[config.mk]
export PLATFORM = sky130hd
export DESIGN_NAME = change_dispenser_flat
export DESIGN_NICKNAME = d
export VERILOG_FILES = /design/src/rtl/vm_pkg.sv /design/src/rtl/change_dispenser_if.sv /design/src/rtl/coin_inventory.sv /design/src/rtl/change_dispenser.sv /design/src/flat_wrapper.sv
export SDC_FILE = /design/constraint.sdc
export NUM_CORES = 1
export LEC_CHECK = 0
export BUFFER_PORTS_ARGS = -buffer_cell sky130_fd_sc_hd__buf_2
export CORE_MARGIN = 4
export CORE_UTILIZATION = 40
export DETAILED_ROUTE_END_ITERATION = 7
export GPL_ROUTABILITY_DRIVEN = 1
export PLACE_DENSITY = 0.68
export SETUP_SLACK_MARGIN = 0.5
export SLEW_MARGIN = 25
export SYNTH_ARGS = -nofsm -noshare
export SYNTH_HDL_FRONTEND = slang
export SYNTH_SLANG_ARGS = --single-unit
[constraint.sdc]
create_clock -name clk -period 1.6 [get_ports clk]
set_input_delay 0.32 -clock clk [delete_from_list [all_inputs] [get_ports clk]]
set_output_delay 0.32 -clock clk [all_outputs]
set_load 0.02 [all_outputs]
[src/rtl/vm_pkg.sv]
// Shared vending-machine definitions: coin codes, refund range limits and
// the change dispenser state encoding.
package vm_pkg;

  localparam int unsigned PRICE_UNITS = 10;
  localparam int unsigned MAX_UNITS   = 20;
  localparam int unsigned AMT_W       = 5;
  localparam int unsigned COIN_W      = 2;

  // 2-bit coin code shared with the coin-acceptor side; 2'b11 is never used
  typedef enum logic [COIN_W-1:0] {
    COIN_NONE = 2'b00,
    COIN_1K   = 2'b01,
    COIN_5K   = 2'b10
  } coin_e;

  typedef enum logic [1:0] {
    ST_IDLE    = 2'b00,
    ST_SELECT  = 2'b01,
    ST_PRESENT = 2'b10,
    ST_DONE    = 2'b11
  } disp_state_e;

endpackage

[src/rtl/change_dispenser_if.sv]
// Request and hopper handshake bundle for the change dispenser.
//   req_valid/req_amount/req_ready : refund request handshake
//   coin_out/coin_valid/coin_ack   : one coin per handshake to the hopper
// master = requester/hopper side, slave = dispenser.
interface change_dispenser_if;
  import vm_pkg::*;

  logic             req_valid;
  logic [AMT_W-1:0] req_amount;
  logic             req_ready;
  coin_e            coin_out;
  logic             coin_valid;
  logic             coin_ack;

  modport master (
    output req_valid, req_amount, coin_ack,
    input  req_ready, coin_out, coin_valid
  );

  modport slave (
    input  req_valid, req_amount, coin_ack,
    output req_ready, coin_out, coin_valid
  );
endinterface

[src/rtl/coin_inventory.sv]
// Two saturating coin counters (5,000 and 1,000 won) with refill and
// dispense strobes. Only built when CHANGE_DISPENSER_INV_EN is defined.
// Ports: clk, rst (sync, active high), refill_5k/refill_1k (+1),
//        disp_5k/disp_1k (-1), count_5k/count_1k (registered counts).
`ifdef CHANGE_DISPENSER_INV_EN
module coin_inventory #(
  parameter int unsigned INV_W   = 6,
  parameter int unsigned INIT_5K = 8,
  parameter int unsigned INIT_1K = 20
) (
  input  logic             clk,
  input  logic             rst,
  input  logic             refill_5k,
  input  logic             refill_1k,
  input  logic             disp_5k,
  input  logic             disp_1k,
  output logic [INV_W-1:0] count_5k,
  output logic [INV_W-1:0] count_1k
);

  localparam logic [INV_W-1:0] CNT_MAX = {INV_W{1'b1}};

  // Simultaneous refill and dispense cancel out; otherwise saturate both ways
  function automatic logic [INV_W-1:0] step(input logic [INV_W-1:0] cnt,
                                            input logic up, input logic dn);
    logic [INV_W-1:0] nxt;
    nxt = cnt;
    if (up && !dn && (cnt != CNT_MAX)) nxt = cnt + INV_W'(1);
    if (dn && !up && (cnt != '0))      nxt = cnt - INV_W'(1);
    return nxt;
  endfunction

  always_ff @(posedge clk) begin
    if (rst) begin
      count_5k <= INV_W'(INIT_5K);
      count_1k <= INV_W'(INIT_1K);
    end else begin
      count_5k <= step(count_5k, refill_5k, disp_5k);
      count_1k <= step(count_1k, refill_1k, disp_1k);
    end
  end

endmodule
`endif

[src/rtl/change_dispenser.sv]
// Refund payout engine: takes one refund amount (1,000-won units) and pays
// it to the hopper one coin per handshake, greedily preferring 5,000-won
// coins. Optional inventory tracking under CHANGE_DISPENSER_INV_EN.
// Ports: clk, rst (sync, active high), bus (change_dispenser_if.slave),
//        refill_5k/refill_1k pulses, busy, done pulse, err/short_fall
//        (valid with done, held until next accept), inv_5k/inv_1k counts.
module change_dispenser
  import vm_pkg::*;
#(
  parameter int unsigned INV_W   = 6,
  parameter int unsigned INIT_5K = 8,
  parameter int unsigned INIT_1K = 20
) (
  input  logic                 clk,
  input  logic                 rst,
  change_dispenser_if.slave    bus,
  input  logic                 refill_5k,
  input  logic                 refill_1k,
  output logic                 busy,
  output logic                 done,
  output logic                 err,
  output logic [AMT_W-1:0]     short_fall,
  output logic [INV_W-1:0]     inv_5k,
  output logic [INV_W-1:0]     inv_1k
);

  disp_state_e      state_q, state_d;
  logic [AMT_W-1:0] remaining_q, remaining_d;
  coin_e            coin_sel_q, coin_sel_d;
  logic             err_d;
  logic [AMT_W-1:0] short_fall_d;
  logic             have_5k, have_1k;
  logic             disp_5k, disp_1k;

  logic  req_ready_q, req_ready_d;
  logic  coin_valid_q, coin_valid_d;
  coin_e coin_out_q, coin_out_d;
  logic  busy_d, done_d;

  // State, datapath and registered outputs
  always_ff @(posedge clk) begin
    if (rst) begin
      state_q      <= ST_IDLE;
      remaining_q  <= '0;
      coin_sel_q   <= COIN_NONE;
      req_ready_q  <= 1'b1;
      coin_valid_q <= 1'b0;
      coin_out_q   <= COIN_NONE;
      busy         <= 1'b0;
      done         <= 1'b0;
      err          <= 1'b0;
      short_fall   <= '0;
    end else begin
      state_q      <= state_d;
      remaining_q  <= remaining_d;
      coin_sel_q   <= coin_sel_d;
      req_ready_q  <= req_ready_d;
      coin_valid_q <= coin_valid_d;
      coin_out_q   <= coin_out_d;
      busy         <= busy_d;
      done         <= done_d;
      err          <= err_d;
      short_fall   <= short_fall_d;
    end
  end

  // Next state, remaining amount, coin choice and completion status
  always_comb begin
    state_d      = state_q;
    remaining_d  = remaining_q;
    coin_sel_d   = coin_sel_q;
    err_d        = err;
    short_fall_d = short_fall;
    disp_5k      = 1'b0;
    disp_1k      = 1'b0;
    unique case (state_q)
      ST_IDLE: begin
        if (bus.req_valid) begin
          remaining_d  = bus.req_amount;
          err_d        = 1'b0;
          short_fall_d = '0;
          if (bus.req_amount > AMT_W'(MAX_UNITS)) begin
            // Over-range: report the full amount unpaid, dispense nothing
            state_d      = ST_DONE;
            err_d        = 1'b1;
            short_fall_d = bus.req_amount;
          end else begin
            state_d = ST_SELECT;
          end
        end
      end
      ST_SELECT: begin
        if ((remaining_q >= AMT_W'(5)) && have_5k) begin
          coin_sel_d = COIN_5K;
          state_d    = ST_PRESENT;
        end else if ((remaining_q != '0) && have_1k) begin
          coin_sel_d = COIN_1K;
          state_d    = ST_PRESENT;
        end else if (remaining_q == '0) begin
          state_d = ST_DONE;
        end else begin
          state_d      = ST_DONE;
          err_d        = 1'b1;
          short_fall_d = remaining_q;
        end
      end
      ST_PRESENT: begin
        if (bus.coin_ack) begin
          state_d = ST_SELECT;
          if (coin_sel_q == COIN_5K) begin
            remaining_d = remaining_q - AMT_W'(5);
            disp_5k     = 1'b1;
          end else begin
            remaining_d = remaining_q - AMT_W'(1);
            disp_1k     = 1'b1;
          end
        end
      end
      ST_DONE: state_d = ST_IDLE;
      default: state_d = ST_IDLE;
    endcase
  end

  // Output decode from the upcoming state so outputs register with it
  always_comb begin
    req_ready_d  = (state_d == ST_IDLE);
    busy_d       = (state_d != ST_IDLE);
    coin_valid_d = (state_d == ST_PRESENT);
    coin_out_d   = (state_d == ST_PRESENT) ? coin_sel_d : COIN_NONE;
    done_d       = (state_d == ST_DONE);
  end

  assign bus.req_ready  = req_ready_q;
  assign bus.coin_valid = coin_valid_q;
  assign bus.coin_out   = coin_out_q;

`ifdef CHANGE_DISPENSER_INV_EN
  logic [INV_W-1:0] cnt_5k, cnt_1k;

  coin_inventory #(
    .INV_W   (INV_W),
    .INIT_5K (INIT_5K),
    .INIT_1K (INIT_1K)
  ) u_inventory (
    .clk       (clk),
    .rst       (rst),
    .refill_5k (refill_5k),
    .refill_1k (refill_1k),
    .disp_5k   (disp_5k),
    .disp_1k   (disp_1k),
    .count_5k  (cnt_5k),
    .count_1k  (cnt_1k)
  );

  assign have_5k = (cnt_5k != '0);
  assign have_1k = (cnt_1k != '0);
  assign inv_5k  = cnt_5k;
  assign inv_1k  = cnt_1k;
`else
  // Unlimited inventory: counts read zero, refills and strobes are dropped
  localparam int unsigned unused_init = INIT_5K + INIT_1K;
  logic unused_inv;
  assign unused_inv = ^{refill_5k, refill_1k, disp_5k, disp_1k};
  assign have_5k    = 1'b1;
  assign have_1k    = 1'b1;
  assign inv_5k     = '0;
  assign inv_1k     = '0;
`endif

endmodule
[src/flat_wrapper.sv]
// flat-port wrapper written by rule: the top's interface ports become plain ports
module change_dispenser_flat import vm_pkg::*;
#(
  parameter int unsigned INV_W   = 6,
  parameter int unsigned INIT_5K = 8,
  parameter int unsigned INIT_1K = 20
)
  (clk, rst, refill_5k, refill_1k, busy, done, err, short_fall, inv_5k, inv_1k, bus_req_valid, bus_req_amount, bus_coin_ack, bus_req_ready, bus_coin_out, bus_coin_valid);
  change_dispenser_if bus_i ();
  input  logic clk;
  input  logic rst;
  input  logic refill_5k;
  input  logic refill_1k;
  output logic busy;
  output logic done;
  output logic err;
  output logic [AMT_W-1:0] short_fall;
  output logic [INV_W-1:0] inv_5k;
  output logic [INV_W-1:0] inv_1k;
  input wire logic [$bits(bus_i.req_valid)-1:0] bus_req_valid;
  input wire logic [$bits(bus_i.req_amount)-1:0] bus_req_amount;
  input wire logic [$bits(bus_i.coin_ack)-1:0] bus_coin_ack;
  output wire logic [$bits(bus_i.req_ready)-1:0] bus_req_ready;
  output wire logic [$bits(bus_i.coin_out)-1:0] bus_coin_out;
  output wire logic [$bits(bus_i.coin_valid)-1:0] bus_coin_valid;
  assign bus_i.req_valid = bus_req_valid;
  assign bus_i.req_amount = bus_req_amount;
  assign bus_i.coin_ack = bus_coin_ack;
  assign bus_req_ready = bus_i.req_ready;
  assign bus_coin_out = bus_i.coin_out;
  assign bus_coin_valid = bus_i.coin_valid;
  change_dispenser #(.INV_W(INV_W), .INIT_5K(INIT_5K), .INIT_1K(INIT_1K)) u_core (.clk(clk), .rst(rst), .bus(bus_i), .refill_5k(refill_5k), .refill_1k(refill_1k), .busy(busy), .done(done), .err(err), .short_fall(short_fall), .inv_5k(inv_5k), .inv_1k(inv_1k));
endmodule
==> metrics.txt, run 1 <==
status=completed; row count=18; hold_buf cts=0; Iteration-0 DRC Markers=20; Routed met2 length=1240 um; CTS Buffer Depth=2; fin crit share=98.3%; synth-to-layout area growth=31.6%; Total Power=1.43 mW; type of the worst setup path=reg2reg; core area=2570 sq um; first-pass GRT wire length=4390 um; DRT Pass-1 Iters=4; DRC=0; Peak VDD IR=0.909 mV; Detail Placement HPWL=1800 um; largest family of logic cells by synthesized area=simple AND/OR/NAND/NOR gates; clk sinks=21; Syn Std Cell Area=1120 sq um; total gr overflow=0; Peak Freq=636 MHz; critical path startpoint category=register; crit path DAT=1.83 ns; multiplexer share of the synthesized area=0.897%; post-synthesis compound-gate area fraction=19.8%; Yosys warning count=0; commonest non-fill, non-tap cell in the layout=dfxtp_2; Max Cap Viol=0; DR WL/cell=13.5 um; vias=957; DIE HEIGHT=60.8 um; initial antenna violation count=0; Final Wtd Congestion=0.783; vias in the first global route=963; final wirelength=2480 um; remaining antenna violation count after routing=0; CTS root buf=clkbuf_4; CP required=1.85 ns; cell count after synthesis=123; Reg clk slew, reported paths=0.13 ns; ant diodes=0; Leakage=0.590 nW; wire length on met1=1070 um; via/cell ratio=5.20; share of cells above drive strength 1=49.4%; Power Dens Cells=976 nW/um^2; Global Route Usage Sum=15.3%; final hold vios=0; H-tree level count=1; Top Layer Used=met4; RSZ-0062 raised after global routing=true; dpl ws=0.0212 ns; io pins=35; Post-synth EDFFs=0; metal3 WL=151 um; post-route setup slack=0.0265 ns; pin count of the biggest net entering global routing=20; die width=60.8 um; Starting Density=43.5%; leading cell types in the layout, fill and taps excluded=dfxtp_2, conb_1, buf_6, buf_4; TritonCTS buffer count=3; fin. max-slew vios=0; Post-Synth Simple-Gate Area=22.9%; min Tclk post-route=1.57 ns; Max FO, Critical Path=2; Core Util, Final=57.2%; post-synthesis cell type count=44; final net count=169; synthesized area per cell=9.07 sq um; Top FF cell, synth=dfxtp_1; min-delay worst type=in2reg; Post-synth ARST share=0%; xor/xnor cell area share of the yosys netlist=0.785%; CTS tree=done; CP Capture Type=register; Clock Latency Late Sink=0.31 ns; Synth Area in Adders=5.27%; Fin Clk Skew=0.00635 ns; design area=1470 sq um; Seq/Total Area, Yosys=37.7%; # port buffers=20; die area=3700 sq um; synthesis-stage register bit count=21; Final setup viols=0; Placement Cell Area=1280 sq um
-- per-stage QoR --
stage	instances	setup TNS [ns]	hold WS (ns)
after CTS	183	0	0.264
after floorplan	134	0	0.450
after global routing	184	-0.101	0.267
after global placement	174	0	0.438
final	184	0	0.273
after detailed placement	174	0	0.445
-- registers in the layout, summed over array words and instances (netlist names) --
name and count:
u_core.bus.coin_out 2, u_core.bus.coin_valid 1, u_core.bus.req_ready 1, u_core.busy 1, u_core.coin_sel_q 2, u_core.done 1
u_core.err 1, u_core.remaining_q 5, u_core.short_fall 5, u_core.state_q 2
-- worst paths after layout --
path / from / to / slack, ns / cells after the start
hold / removal: bus_req_amount[0] / u_core.short_fall[0]$_SDFFE_PP0P_ / 0.27 / 3
hold reg to reg: u_core.short_fall[2]$_SDFFE_PP0P_ / u_core.short_fall[2]$_SDFFE_PP0P_ / 0.47 / 2
setup reg to reg: u_core.remaining_q[1]$_SDFFE_PP0P_ / u_core.remaining_q[4]$_SDFFE_PP0P_ / 0.03 / 6
setup / recovery: u_core.remaining_q[1]$_SDFFE_PP0P_ / u_core.remaining_q[4]$_SDFFE_PP0P_ / 0.03 / 6
-- cell families (layout without fill, tap and decap cells) --
| family | after synthesis | after routing |
|---|---|---|
| and+or+nand+nor | 44 | 44 |
| AOI/OAI and AO/OA | 30 | 30 |
| DFF | 21 | 21 |
| buffers and inverters | 20 | 40 |
| adders and majority gates | 5 | 5 |
| other | 1 | 12 |
| xor gates and xnor gates | 1 | 1 |
| muxes | 1 | 1 |
-- cell type report --
type	count	area, sq um
Multi-Input combinational cell	93	683
Inverter	4	15.0
Sequential cell	21	438
Tap cell	30	37.5
Clock buffer	3	22.5
Timing Repair Buffer	32	265
Fill cell	248	1100
Clock inverter	1	7.51
-- worst max-delay path, stage by stage (launching register included) --
cell and delay [ns]:
dfxtp_2 0.35, inv_2 0.07, ha_4 0.14, inv_2 0.03, maj3_2 0.29, or4b_1 0.46
a31oi_1 0.16
-- repair_timing --
item | in CTS | in global routing
endpoints found under the hold margin | 0 | 0
resized for setup | 39 | 5
setup buffers | 5 | 1
cloned | 0 | 0
setup endpoints to repair | 33 | 33
pin swaps | 5 | 1
-- cell usage after synthesis, drive strengths merged (2+ instances only) --
| cell | instances | area (sq um) |
|---|---|---|
| dfxtp | 21 | 420 |
| buf | 13 | 101 |
| a21oi | 10 | 50.1 |
| nand2 | 10 | 40.0 |
| nor2 | 8 | 30.0 |
| nand2b | 5 | 46.3 |
| nand3 | 5 | 25.0 |
| nor2b | 5 | 33.8 |
| inv | 4 | 15.0 |
| o21a | 4 | 30.0 |
| clkbuf | 3 | 21.3 |
| ha | 3 | 37.5 |
| or2 | 3 | 18.8 |
| maj3 | 2 | 21.3 |
| nor4b | 2 | 17.5 |
| o211ai | 2 | 15.0 |
| o21ai | 2 | 10.0 |
-- routing by layer --
layer | up-vias | global-route usage [%]
met5 | - | 0
met4 | 0 | 1.86
met3 | 2 | 5.11
met2 | 23 | 25.3
met1 | 466 | 19.9
li1 | 466 | -
-- report_power, final --
part           internal [mW]  switching (mW)  total (mW)
clock network         0.0953           0.175       0.270
logic                  0.259           0.262       0.521
registers              0.584          0.0582       0.642
total                  0.938           0.495        1.43
Note: power is estimated with default switching activity, not from simulation.
==> run 2: changes to the inputs <==
--- a/config.mk
+++ b/config.mk
@@ -10,6 +10,7 @@
 export CORE_UTILIZATION = 40
 export DETAILED_ROUTE_END_ITERATION = 7
 export GPL_ROUTABILITY_DRIVEN = 1
+export GPL_TIMING_DRIVEN = 0
 export PLACE_DENSITY = 0.68
 export SETUP_SLACK_MARGIN = 0.5
 export SLEW_MARGIN = 25
==> run 2 against run 1 <==
- critical path depth grew 1
- sequential cell count unchanged
- combinational power rose by 23%
- cell count up 9.8%
- wire length grew 12%
- final area up 17%
- critical path type unchanged
- largest power group is now combinational cells
==> metrics.txt, run 2 (synthesized netlist as in run 1, its figures left out) <==
status=completed; CP max stage cell=dfxtp_2; row count=18 (unchanged); remaining antenna violation count after routing=0 (unchanged); Total Power=1.54 mW (+7.6%); fin. max-slew vios=0 (unchanged); H-tree level count=1 (unchanged); Starting Density=43.5% (unchanged); global routing usage on met3=2.77% (-2.3 points); CTS root buf=clkbuf_4; Top Usage Layer GRT=met2; WHS=0.233 ns (-0.0400 ns); Slew headroom=62.3%; Global Route Usage Sum=15.6% (+0.32 points); Core Util, Final=66.9% (+9.7 points); hold_buf cts=0 (unchanged); leading cell types in the layout, fill and taps excluded=buf_4, buf_6, dfxtp_2; CP required=1.81 ns (-0.04 ns); DR WL/cell=13.8 um (+2.0%); Peak VDD IR=0.786 mV (-14%); fin crit share=98.9% (+0.55 points); first-pass GRT wire length=4420 um (+0.64%); vias=993 (+3.8%); Max FO, Critical Path=4 (+2); Layout Cells excl Fill=202 (+9.8%); Clock Latency Late Sink=0.31 ns (about the same); CP Capture Type=register; Register-to-Register Setup Slack=0.02 ns (about the same); Max Cap Viol=0 (unchanged); DIE HEIGHT=60.8 um (unchanged); min Tclk post-route=1.58 ns (+0.00878 ns); clk sinks=21 (unchanged); io pins=35 (unchanged); Final setup viols=0 (unchanged); crit path DAT=1.79 ns (-0.04 ns); TritonCTS buffer count=3 (unchanged); initial antenna violation count=0 (unchanged); commonest non-fill, non-tap cell in the layout=buf_4; die width=60.8 um (unchanged); critical path startpoint category=register; final net count=187 (+11%); vias in the first global route=949 (-1.5%); share of cells above drive strength 1=62.2% (+13 points); global-route met2 utilization=25.2% (-0.15 points); Detail Placement HPWL=1840 um (+1.9%); Final Wtd Congestion=0.880 (+12%); synth-to-layout area growth=53.9%; worst-margin pin slew=0.566 ns; via/cell ratio=4.92 (-5.5%); DRT Pass-1 Iters=4 (unchanged); biggest cell delay along the critical path=0.36 ns (-0.10 ns); Iteration-0 DRC Markers=25 (+25%); Placement Cell Area=1360 sq um (+5.8%); # port buffers=19 (-5.0%); Leakage=0.731 nW (+24%); DRC=0 (unchanged); placed cell count=183 (+5.2%); CTS Buffer Depth=2 (unchanged); total gr overflow=0 (unchanged); min-delay worst type=in2reg; Fin Clk Skew=0.0103 ns (+0.00395 ns); CTS tree=done; Reg clk slew, reported paths=0.13 ns (about the same); Top Registers=u_core.remaining_q x5, u_core.short_fall x5; M1 GR Usage=21.2% (+1.3 points); Peak Freq=632 MHz (-0.55%); worst-path cell chain=inv_2 -> buf_4 -> ha_1 -> nor4b_4 -> nor2b_4 -> o21ba_4 -> or2_2; die area=3700 sq um (unchanged); design area=1720 sq um (+17%); final wirelength=2780 um (+12%); ant diodes=0 (unchanged); type of the worst setup path=reg2reg; Power Dens Cells=898 nW/um^2 (-8.0%); core area=2570 sq um (unchanged); RSZ-0062 raised after global routing=true; final hold vios=0 (unchanged); pin count of the biggest net entering global routing=13 (-35%); Fill cells=197 (-21%)
run 2: final timing paths:
| kind | startpoint | end | depth (start not counted) |
|---|---|---|---|
| setup reg to reg | u_core.remaining_q[1]$_SDFFE_PP0P_ | u_core.busy$_SDFF_PP0_ | 7 |
| hold reg to reg | u_core.short_fall[3]$_SDFFE_PP0P_ | u_core.short_fall[3]$_SDFFE_PP0P_ | 2 |
| setup / recovery | u_core.remaining_q[1]$_SDFFE_PP0P_ | u_core.busy$_SDFF_PP0_ | 7 |
| hold / removal | rst | u_core.state_q[1]$_SDFF_PP0_ | 2 |
run 2: power by group:
group / switching (mW) / leakage (nW) / total [mW] / internal [mW]
Combinational: 0.313 / 0.535 / 0.641 / 0.329
Clock: 0.170 / 0.0177 / 0.263 / 0.0933
Sequential: 0.0534 / 0.178 / 0.637 / 0.584
run 2: cell type report:
type	count	area [sq um]	area share (%)
timing repair buffer	34	290	16.9
clock inverter	1	5.00	0.291
sequential	21	444	25.9
multi-input combinational	93	767	44.6
inverter	4	17.5	1.02
buffer	16	134	7.79
tap	30	37.5	2.18
clock buffer	3	22.5	1.31
run 2: metrics by stage:
| stage | setup WS (ns) | TNS, ns |
|---|---|---|
| global route | -0.0436 | -0.136 |
| global placement | 0.0258 | 0 |
| finish | 0.0177 | 0 |
| floorplan | 0.0867 | 0 |
| detailed placement | -0.00189 | -0.00189 |
| CTS | -0.0330 | -0.0330 |
run 2: layer usage:
layer,vias up,part of all wire (%)
met5,-,0
met4,0,0.76
met3,4,5.4
met2,22,50
met1,464,44
li1,503,-
run 2: what timing repair did:
action                     in CTS  in global routing
pin swaps                       4                  9
gates resized for setup        47                 25
setup buffers                   8                  7
setup endpoints to repair      33                 33
run 2: critical path, delay by kind of cell (launching register included):
kind	cells	cell delay [ns]
AO/OA/AOI/OAI	1	0.21
adder cells (fa/ha/maj)	1	0.18
buffers and inverters	2	0.17
flip-flops	1	0.36
AND/OR/NAND/NOR	3	0.56
==> run 3: changes to the inputs <==
--- a/config.mk
+++ b/config.mk
@@ -5,6 +5,7 @@
 export SDC_FILE = /design/constraint.sdc
 export NUM_CORES = 1
 export LEC_CHECK = 0
+export ABC_AREA = 1
 export BUFFER_PORTS_ARGS = -buffer_cell sky130_fd_sc_hd__buf_2
 export CORE_MARGIN = 4
 export CORE_UTILIZATION = 40
==> run 3 against run 2 <==
- combinational power is 4.1% higher
- first-iteration DRC count is 28% higher
- cell count increased by 7.9%
- count of clock-buffer cells in the layout did not move
- wire length fell by 1.9%
- sequential power up 3%
- sequential cell count is the same
- critical path depth grew 3
- clock power hardly changed
- sequential share of layout area grew 2.4 points
- critical path type unchanged
- critical endpoint is now u_core.remaining_q[2]$_SDFFE_PP0P_
==> metrics.txt, run 3 <==
Register-to-Register Setup Slack=0.37 ns (+0.36 ns); CP required=1.82 ns (about the same); Power Dens Cells=1000 nW/um^2 (+11%); Iteration-0 DRC Markers=32 (+28%); Top Registers=u_core.remaining_q x5, u_core.short_fall x5; min-delay worst type=in2reg; ant diodes=0 (unchanged); Peak Freq=816 MHz (+29%); Max FO, Critical Path=4 (unchanged); Detail Placement HPWL=1850 um (+0.56%); die area=3600 sq um (-2.6%); cell count after synthesis=146 (+19%); critical path startpoint category=register; worst hold start=rst; CTS root buf=clkbuf_4; total gr overflow=0 (unchanged); CP max stage cell=dfxtp_4; crit path DAT=1.45 ns (-0.34 ns); area leader, netlist=dfxtp_1; core area=2520 sq um (-1.8%); final net count=203 (+8.6%); fin. max-slew vios=0 (unchanged); fin crit share=76.6% (-22 points); Max Cap Viol=0 (unchanged); Syn Std Cell Area=1080 sq um (-3.0%); final hold vios=0 (unchanged); Hold Crit Depth=2 (unchanged); cell count along the critical path=10 (+3); Top FF cell, synth=dfxtp_1; post-synthesis cell type count=26 (-41%); share of cells above drive strength 1=54.8% (-7.4 points); die width=60.0 um (-1.3%); Peak VDD IR=0.869 mV (+11%); clk sinks=21 (unchanged); TritonCTS buffer count=3 (unchanged); WP buf/inv=2 (unchanged); commonest non-fill, non-tap cell in the layout=nand2_1; Placement Cell Area=1270 sq um (-6.6%); Reg-to-Reg End=u_core.remaining_q[2]$_SDFFE_PP0P_; CP top delay family=simple AND/OR/NAND/NOR gates; synthesis-stage register bit count=21 (unchanged); Fin Clk Skew=0.00281 ns (-0.00749 ns); vias=1037 (+4.4%); pin count of the biggest net entering global routing=13 (unchanged); worst-path cell chain=inv_4 -> ha_4 -> inv_2 -> nand2_1 -> nand2_1 -> nor2_1 -> nor2_1 -> nand2_1 -> nand3_1 -> a21oi_2; design area=1590 sq um (-7.6%); most area-consuming cells after synthesis=dfxtp_1, nand2_1, buf_4; DRC=0 (unchanged); vias in the first global route=1015 (+7.0%); Seq/Total Area, Yosys=38.8% (+1.2 points); synth-to-layout area growth=46.7%; most numerous cell in the Yosys netlist=nand2_1; status=completed; Final Wtd Congestion=0.777 (-12%); row count=18 (unchanged); post-synth top area share=38.8% (+1.2 points); Leakage=0.765 nW (+4.6%); initial antenna violation count=0 (unchanged); leading cell types in the layout, fill and taps excluded=nand2_1, buf_4, buf_6, dfxtp_2, conb_1; type of the worst setup path=reg2reg; Global Route Usage Sum=16.1% (+0.53 points); # port buffers=19 (unchanged); DIE HEIGHT=60.0 um (-1.3%); Post-synth ARST share=0% (unchanged); setup_tns=0 ns (unchanged); RSZ-0062 raised after global routing=true; Yosys warning count=0 (unchanged); Starting Density=42.9% (-0.56 points); CTS tree=done; Min-Delay Endpoint=u_core.remaining_q[2]$_SDFFE_PP0P_; Clock Latency Late Sink=0.31 ns (about the same); CP Capture Type=register; CTS Buffer Depth=2 (unchanged); Fill cells=218 (+11%); first-pass GRT wire length=4380 um (-0.79%); via/cell ratio=4.76 (-3.2%); synthesized area per cell=7.41 sq um (-18%); min Tclk post-route=1.23 ns (-0.356 ns); remaining antenna violation count after routing=0 (unchanged); hold_buf cts=0 (unchanged); R2R depth=10 (+3); io pins=35 (unchanged); Post-synth EDFFs=0 (unchanged); worst r2r src=u_core.remaining_q[0]$_SDFFE_PP0P_; final wirelength=2730 um (-1.9%); DRT Pass-1 Iters=4 (unchanged); DR WL/cell=12.5 um (-9.1%); top post-synthesis cells by count=nand2_1, dfxtp_1, inv_1; most used cell, CP=nand2_1; Final setup viols=0 (unchanged); Reg clk slew, reported paths=0.12 ns (about the same); biggest cell delay along the critical path=0.41 ns (+0.05 ns); H-tree level count=1 (unchanged)
[run 3: per-stage QoR]
stage | worst slack (ns) | power (mW) | std cells | utilization, % | hold WS (ns)
2_1_floorplan | 0.447 | 0.992 | 157 | - | 0.464
3_3_place_gp | 0.236 | 1.08 | 206 | 50.2 | 0.454
3_5_place_dp | 0.227 | 1.10 | 206 | 50.2 | 0.456
4_1_cts | 0.408 | 1.48 | 215 | 58.8 | 0.244
5_1_grt | 0.294 | 1.69 | 218 | 62.9 | 0.233
6_report | 0.374 | 1.59 | 218 | 62.9 | 0.230
[run 3: metal layers]
| metal | share of wire (%) | up-vias | GRT usage, % |
|---|---|---|---|
| met1 | 39 | 471 | 17.7 |
| li1 | - | 524 | - |
| met3 | 5.5 | 7 | 3.24 |
| met4 | 1.8 | 0 | 6.65 |
| met2 | 54 | 35 | 29.6 |
| met5 | 0 | - | 0 |
[run 3: repair_timing]
item / in CTS / in global routing
setup endpoints to repair: 27 / 30
resized for setup: 55 / 32
gates cloned: 0 / 0
pin swaps: 9 / 11
buffers inserted: 5 / 3
[run 3: cell type report]
class                      count  area, sq um  area share [%]
multi-input combinational    104          657            41.4
clock buffer                   3         22.5            1.42
inverter                      19         81.3            5.12
buffer                        13         97.6            6.15
sequential                    21          449            28.3
timing repair buffer          27          238            15.0
tap                           30         37.5            2.36
clock inverter                 1         5.00           0.315
[run 3: cells by family (layout without fill, tap and decap cells)]
kind of cell,Yosys count,count (layout),share of synthesized area (%)
buffers and inverters,32,63,15.8
AO/OA/AOI/OAI,27,27,13.5
adder cells (fa/ha/maj),3,3,3.47
flip-flops,21,21,38.8
AND/OR/NAND/NOR,62,62,28.0
other,1,12,0.346
[run 3: power breakdown]
group | leakage [nW] | internal, mW | switching [mW]
sequential | 0.179 | 0.597 | 0.0593
combinational | 0.567 | 0.288 | 0.379
clock | 0.0177 | 0.0937 | 0.172
[run 3: worst max path at each step]
stage                                             from                                  to  slack, ns
detailed placement                   bus_req_amount[2]     u_core.bus.req_ready$_SDFF_PP1_       0.23
floorplan                 u_core.state_q[1]$_SDFF_PP0_     u_core.bus.req_ready$_SDFF_PP1_       0.45
global route        u_core.remaining_q[0]$_SDFFE_PP0P_              u_core.done$_SDFF_PP0_       0.29
CTS                       u_core.state_q[1]$_SDFF_PP0_     u_core.bus.req_ready$_SDFF_PP1_       0.41
finish              u_core.remaining_q[0]$_SDFFE_PP0P_  u_core.remaining_q[2]$_SDFFE_PP0P_       0.37
global placement                     bus_req_amount[2]     u_core.bus.req_ready$_SDFF_PP1_       0.24
